**src/rtl/ps2_pkg.sv**
```systemverilog
// Shared PS/2 types and constants for the host transmitter and the keyboard receiver.
package ps2_pkg;

    typedef enum logic [2:0] {
        IDLE,
        INHIBIT,
        REQ,
        SEND,
        WAIT_IDLE
    } ps2_tx_state_t;

    localparam int PS2_FRAME_BITS = 11;

    localparam logic [7:0] PS2_CMD_SET_LEDS = 8'hED;
    localparam logic [7:0] PS2_CMD_RESET    = 8'hFF;
    localparam logic [7:0] PS2_CMD_ENABLE   = 8'hF4;

    // LSB-first frame: start(0), d0..d7, odd parity, stop(1).
    function automatic logic [PS2_FRAME_BITS-1:0] ps2_frame(input logic [7:0] data);
        return {1'b1, ~^data, data, 1'b0};
    endfunction

endpackage

```
**src/rtl/ps2_line_sync.sv**
```systemverilog
// Two-flop synchronizer for one PS/2 line plus a registered falling-edge pulse.
module ps2_line_sync (
    input  logic clk,
    input  logic resetn,
    input  logic line,
    output logic level,
    output logic fall
);

    logic meta_reg;
    logic sync_reg;
    logic prev_reg;
    logic fall_reg;

    // Idle PS/2 lines are pulled high, so the chain resets to 1 to avoid a spurious edge.
    always_ff @(posedge clk or negedge resetn) begin
        if (!resetn) begin
            meta_reg <= 1'b1;
            sync_reg <= 1'b1;
            prev_reg <= 1'b1;
            fall_reg <= 1'b0;
        end else begin
            meta_reg <= line;
            sync_reg <= meta_reg;
            prev_reg <= sync_reg;
            fall_reg <= prev_reg & ~sync_reg;
        end
    end

    assign level = sync_reg;
    assign fall  = fall_reg;

endmodule

```
**src/rtl/ps2_host_tx.sv**
```systemverilog
// Host-to-device PS/2 command transmitter: inhibit, request-to-send, device-clocked
// shift-out of one 11-bit frame, ACK sampling and line-idle wait, with a gap timeout.
module ps2_host_tx
    import ps2_pkg::*;
#(
    parameter int INHIBIT_CYCLES = 2500,
    parameter int TIMEOUT_CYCLES = 50000
) (
    input  logic       CLK_CPU,
    input  logic       resetn,
    input  logic [7:0] tx_data,
    input  logic       tx_valid,
    output logic       tx_ready,
    output logic       tx_done,
    output logic       tx_error,
    output logic       busy,
    input  logic       keyboard_clock_in,
    input  logic       keyboard_data_in,
    output logic       keyboard_clock_oe,
    output logic       keyboard_data_oe
);

    localparam int INH_W = $clog2(INHIBIT_CYCLES) + 1;
    localparam int TMO_W = $clog2(TIMEOUT_CYCLES) + 1;
    localparam logic [INH_W-1:0] INH_LAST = INH_W'(INHIBIT_CYCLES - 1);
    localparam logic [TMO_W-1:0] TMO_LAST = TMO_W'(TIMEOUT_CYCLES - 1);

    logic clk_level, clk_fall;
    logic data_level, data_fall;

    ps2_line_sync u_clock_sync (
        .clk    (CLK_CPU),
        .resetn (resetn),
        .line   (keyboard_clock_in),
        .level  (clk_level),
        .fall   (clk_fall)
    );

    ps2_line_sync u_data_sync (
        .clk    (CLK_CPU),
        .resetn (resetn),
        .line   (keyboard_data_in),
        .level  (data_level),
        .fall   (data_fall)
    );

    ps2_tx_state_t             state_reg, state_next;
    logic [PS2_FRAME_BITS-1:0] shift_reg, shift_next;
    logic [3:0]                edge_reg, edge_next;
    logic [INH_W-1:0]          inh_reg, inh_next;
    logic [TMO_W-1:0]          tmo_reg, tmo_next;
    logic                      done_reg, done_next;
    logic                      error_reg, error_next;
    logic                      clock_oe_reg, clock_oe_next;
    logic                      data_oe_reg, data_oe_next;
    logic                      busy_reg, busy_next;

    always_ff @(posedge CLK_CPU or negedge resetn) begin
        if (!resetn) begin
            state_reg    <= IDLE;
            shift_reg    <= '1;
            edge_reg     <= '0;
            inh_reg      <= '0;
            tmo_reg      <= '0;
            done_reg     <= 1'b0;
            error_reg    <= 1'b0;
            clock_oe_reg <= 1'b0;
            data_oe_reg  <= 1'b0;
            busy_reg     <= 1'b0;
        end else begin
            state_reg    <= state_next;
            shift_reg    <= shift_next;
            edge_reg     <= edge_next;
            inh_reg      <= inh_next;
            tmo_reg      <= tmo_next;
            done_reg     <= done_next;
            error_reg    <= error_next;
            clock_oe_reg <= clock_oe_next;
            data_oe_reg  <= data_oe_next;
            busy_reg     <= busy_next;
        end
    end

    always_comb begin
        state_next = state_reg;
        shift_next = shift_reg;
        edge_next  = edge_reg;
        inh_next   = inh_reg;
        tmo_next   = tmo_reg;
        done_next  = 1'b0;
        error_next = error_reg;

        unique case (state_reg)
            IDLE: begin
                if (tx_valid) begin
                    shift_next = ps2_frame(tx_data);
                    error_next = 1'b0;
                    inh_next   = '0;
                    state_next = INHIBIT;
                end
            end
            INHIBIT: begin
                if (inh_reg == INH_LAST) state_next = REQ;
                else                     inh_next   = inh_reg + 1'b1;
            end
            REQ: begin
                edge_next  = '0;
                tmo_next   = '0;
                state_next = SEND;
            end
            SEND: begin
                if (tmo_reg == TMO_LAST) begin
                    error_next = 1'b1;
                    done_next  = 1'b1;
                    state_next = IDLE;
                end else if (clk_fall) begin
                    shift_next = {1'b1, shift_reg[PS2_FRAME_BITS-1:1]};
                    edge_next  = edge_reg + 4'd1;
                    tmo_next   = '0;
                    // Eleventh edge: the device drives data low to acknowledge.
                    if (edge_reg == 4'd10) begin
                        error_next = data_level;
                        state_next = WAIT_IDLE;
                    end
                end else begin
                    tmo_next = tmo_reg + 1'b1;
                end
            end
            WAIT_IDLE: begin
                if (tmo_reg == TMO_LAST) begin
                    error_next = 1'b1;
                    done_next  = 1'b1;
                    state_next = IDLE;
                end else if (clk_level && data_level) begin
                    done_next  = 1'b1;
                    state_next = IDLE;
                end else begin
                    tmo_next = tmo_reg + 1'b1;
                end
            end
            default: state_next = IDLE;
        endcase

        // Line drives are registered from the next state so they move with the state.
        clock_oe_next = (state_next == INHIBIT) || (state_next == REQ);
        data_oe_next  = (state_next == REQ) || ((state_next == SEND) && !shift_next[0]);
        busy_next     = (state_next != IDLE);
    end

    assign tx_ready          = (state_reg == IDLE);
    assign tx_done           = done_reg;
    assign tx_error          = error_reg;
    assign busy              = busy_reg;
    assign keyboard_clock_oe = clock_oe_reg;
    assign keyboard_data_oe  = data_oe_reg;

    // The data line's own falling edge is not needed by the transmitter.
    logic unused_data_fall;
    assign unused_data_fall = data_fall;

endmodule

```
**config.mk**
```make
export PLATFORM = sky130hd
export DESIGN_NAME = ps2_host_tx
export DESIGN_NICKNAME = d
export VERILOG_FILES = /design/src/rtl/ps2_pkg.sv /design/src/rtl/ps2_line_sync.sv /design/src/rtl/ps2_host_tx.sv
export SDC_FILE = /design/constraint.sdc
export NUM_CORES = 1
export LEC_CHECK = 0
export ABC_AREA = 1
export CAP_MARGIN = 20
export CORE_ASPECT_RATIO = 1.1
export CORE_MARGIN = 3
export CORE_UTILIZATION = 60
export CTS_BUF_LIST = sky130_fd_sc_hd__clkbuf_8
export CTS_CLUSTER_SIZE = 20
export DETAILED_ROUTE_END_ITERATION = 12
export PLACE_DENSITY_LB_ADDON = 0.2
export RECOVER_POWER = 25
export SYNTH_ARGS = -nofsm -noshare
export SYNTH_HDL_FRONTEND = slang
export SYNTH_HIERARCHICAL = 1
export SYNTH_SLANG_ARGS = --single-unit
```
**constraint.sdc**
```tcl
create_clock -name CLK_CPU -period 2.17 [get_ports CLK_CPU]
set_input_delay 0.651 -clock CLK_CPU [delete_from_list [all_inputs] [get_ports CLK_CPU]]
set_output_delay 0.651 -clock CLK_CPU [all_outputs]
set_load 0.005 [all_outputs]
```
==> reports/qor.txt <==
run status -> finished clean
Setup CP Type -> flip-flop to output pin
hold path startpoint -> u_data_sync/meta_reg$_DFF_PN1_
mean area per synthesized cell -> 7.25 um2
site row count -> 28
Post-Syn Nets -> 511
crit-path max FO -> 3
Final Cycle Share -> 0.938
clock tree sinks -> 59
fillers -> 435
core footprint -> 5570 um2
YS warnings -> 6
ANT nets after route -> 0
Setup WS post-layout -> 0.135 ns
clock power share -> 0.436
worst clock skew -> 0.0122 ns
Setup WS pre-CTS -> 0.146 ns
CTS Buf Count -> 9
H-Tree Level Count -> 3
Initial Utilization -> 0.643
CP peak stage delay -> 0.40 ns
DR vias -> 3351
Reg clk slew, reported paths -> 0.07 ns
GPL Wtd Cong -> 0.895
Worst Hold Class -> flip-flop to flip-flop
routed len/inst -> 13.5 um
Final Total Pwr -> 2.11 mW
Synth Cell Area -> 3580 um2
Worst path slowest cell -> dfrtp_1
die height -> 87.0 um
Combinational Power Share -> 0.037
RSZ-0062 raised after global routing -> false
final setup TNS -> 0 ns
setup violators final -> 0
global-route wire length before repair -> 14.0 mm
DP Cell Count -> 584
r2r setup slk -> 0.21 ns
DR pass1 iterations -> 5
Syn Inst Count -> 494
r2r endpoint -> shift_reg[6]$_DFFE_PN1P_
FMAX -> 491 MHz
nets -> 537
cell leakage power -> 1.98 nW
area grow syn2layout -> 12.7%
Slew Limit Fails -> 0
initial DRC count -> 268
Antenna Cells -> 0
number of global-route vias before repair -> 3280
Worst Max-Slew Pin Slew -> 1.43 ns
Sw Ratio -> 0.225
post-layout util -> 0.724
Buf/Inv on CP -> 1
maximum vdd ir drop -> 469 uV
NetSw -> 0.475 mW
vias per cell -> 5.59
cell family with most CP delay -> flip-flops
WHS Path Cells -> 0
Worst Hold Path EP -> u_data_sync/level$_DFF_PN1_
crit path launch type -> flip-flop
Worst Setup End Kind -> output pin
Worst Path Required -> 1.52 ns
full die area -> 6930 um2
GRT Residual Overflow -> 0
Final min period -> 2.03 ns
max cap viols -> 0
Die X -> 79.6 um
Port Buf Inserts -> 18
Power Density -> 524 nW/um2
Fin. Hold Viols -> 0
Remaining DRCs -> 0
Data arrival, critical path -> 1.38 ns
pin count of the biggest net entering global routing -> 60
worst r2r path cells -> 11
clk_lat worst skew -> 0.35 ns
Clock Path Buffers -> 2
CP cell instances -> or2_4 > nor2_2 > dlygate4sd2_1
I/O pins -> 19
Post-DP HPWL -> 5.60 mm
non-filler cells, final -> 600
Worst slew margin -> 0.0453
total wire length -> 8.11 mm
share of layout cells above drive strength 1 -> 0.110
Largest register FFs -> 17
Seq pwr share -> 0.527
CTS tree -> yes
Total GRT Usage -> 0.258
Clock Tree Root -> clkbuf_8
R2R Path Start -> tmo_reg[0]$_DFFE_PN0P_
initial antenna violation count -> 0
design internal power -> 1.64 mW
-- area by class of cell --
| cell class | instances | area [um2] | area share |
|---|---|---|---|
| clock buffers | 12 | 165 | 0.0410 |
| clock inverters | 4 | 17.5 | 0.00434 |
| inverters | 54 | 203 | 0.0503 |
| multi-input cells | 371 | 1830 | 0.455 |
| flip-flops and latches | 59 | 1500 | 0.371 |
| well taps | 75 | 93.8 | 0.0233 |
| repair buffers | 25 | 224 | 0.0555 |
-- power by group through the flow --
stage / registers, mW / logic (mW) / clock network, mW
floorplan: 1.13 / 0.0264 / 0
global placement: 1.13 / 0.0812 / 0
detailed placement: 1.13 / 0.0828 / 0
CTS: 1.12 / 0.0839 / 0.934
global route: 1.11 / 0.0875 / 0.992
finish: 1.12 / 0.0783 / 0.921
-- cells in the final DEF (no fill, tap or decap), drive strengths merged --
cell	instances
buf	7
nand3	87
ha	4
o211ai	1
dfrtp	43
a21oi	9
and2	1
dfstp	16
nor4	1
clkinv	5
inv	53
nand3b	2
xnor2	6
nor2	49
nor3	7
clkdlybuf4s50	16
clkbuf	13
o21bai	3
nand4	21
or2	3
o21ai	19
xor2	7
dlygate4sd2	1
o22ai	2
nand2	149
-- worst max-delay path by stage --
| stage | start | end | slack (ns) | cells past startpoint |
|---|---|---|---|---|
| 6_report | state_reg[2]$_DFF_PN0_ | tx_ready | 0.14 | 3 |
| 5_1_grt | state_reg[2]$_DFF_PN0_ | tx_ready | 0.06 | 3 |
| 4_1_cts | state_reg[2]$_DFF_PN0_ | tx_ready | 0.11 | 3 |
| 3_5_place_dp | state_reg[2]$_DFF_PN0_ | tx_ready | 0.15 | 3 |
| 3_3_place_gp | state_reg[2]$_DFF_PN0_ | tx_ready | 0.17 | 3 |
| 2_1_floorplan | tmo_reg[0]$_DFFE_PN0P_ | tmo_reg[6]$_DFFE_PN0P_ | 0.56 | 11 |
-- layer usage --
layer	GRT usage	part of all wire
met1	0.297	0.41
met2	0.450	0.51
met3	0.0414	0.047
met4	0.153	0.029
met5	0	0
-- per-stage QoR --
| stage | hold WS, ns | area [um2] |
|---|---|---|
| after floorplan | 0.345 | 3580 |
| after global placement | 0.345 | 3850 |
| after detailed placement | 0.350 | 3850 |
| after CTS | 0.309 | 4040 |
| after global routing | 0.362 | 4030 |
| final | 0.352 | 4030 |
-- worst register-to-register path: stages, from the launching register on --
cell,delay [ns]
dfrtp_1,0.40
ha_1,0.29
nand2_1,0.08
clkinv_1,0.08
nand3_2,0.07
nor2_2,0.14
nand3_4,0.13
buf_4,0.23
nand2_2,0.12
buf_4,0.19
nand3_1,0.08
nand3_1,0.08
-- repair_timing --
item                                    CTS  global route
setup buffers                             0             0
gates resized for setup                   3             1
hold endpoints to repair                  0             0
cloned                                    0             0
endpoints found under the setup margin    1             4
hold buffers                              0             0
No activity file was read; power rests on OpenSTA's default activity.
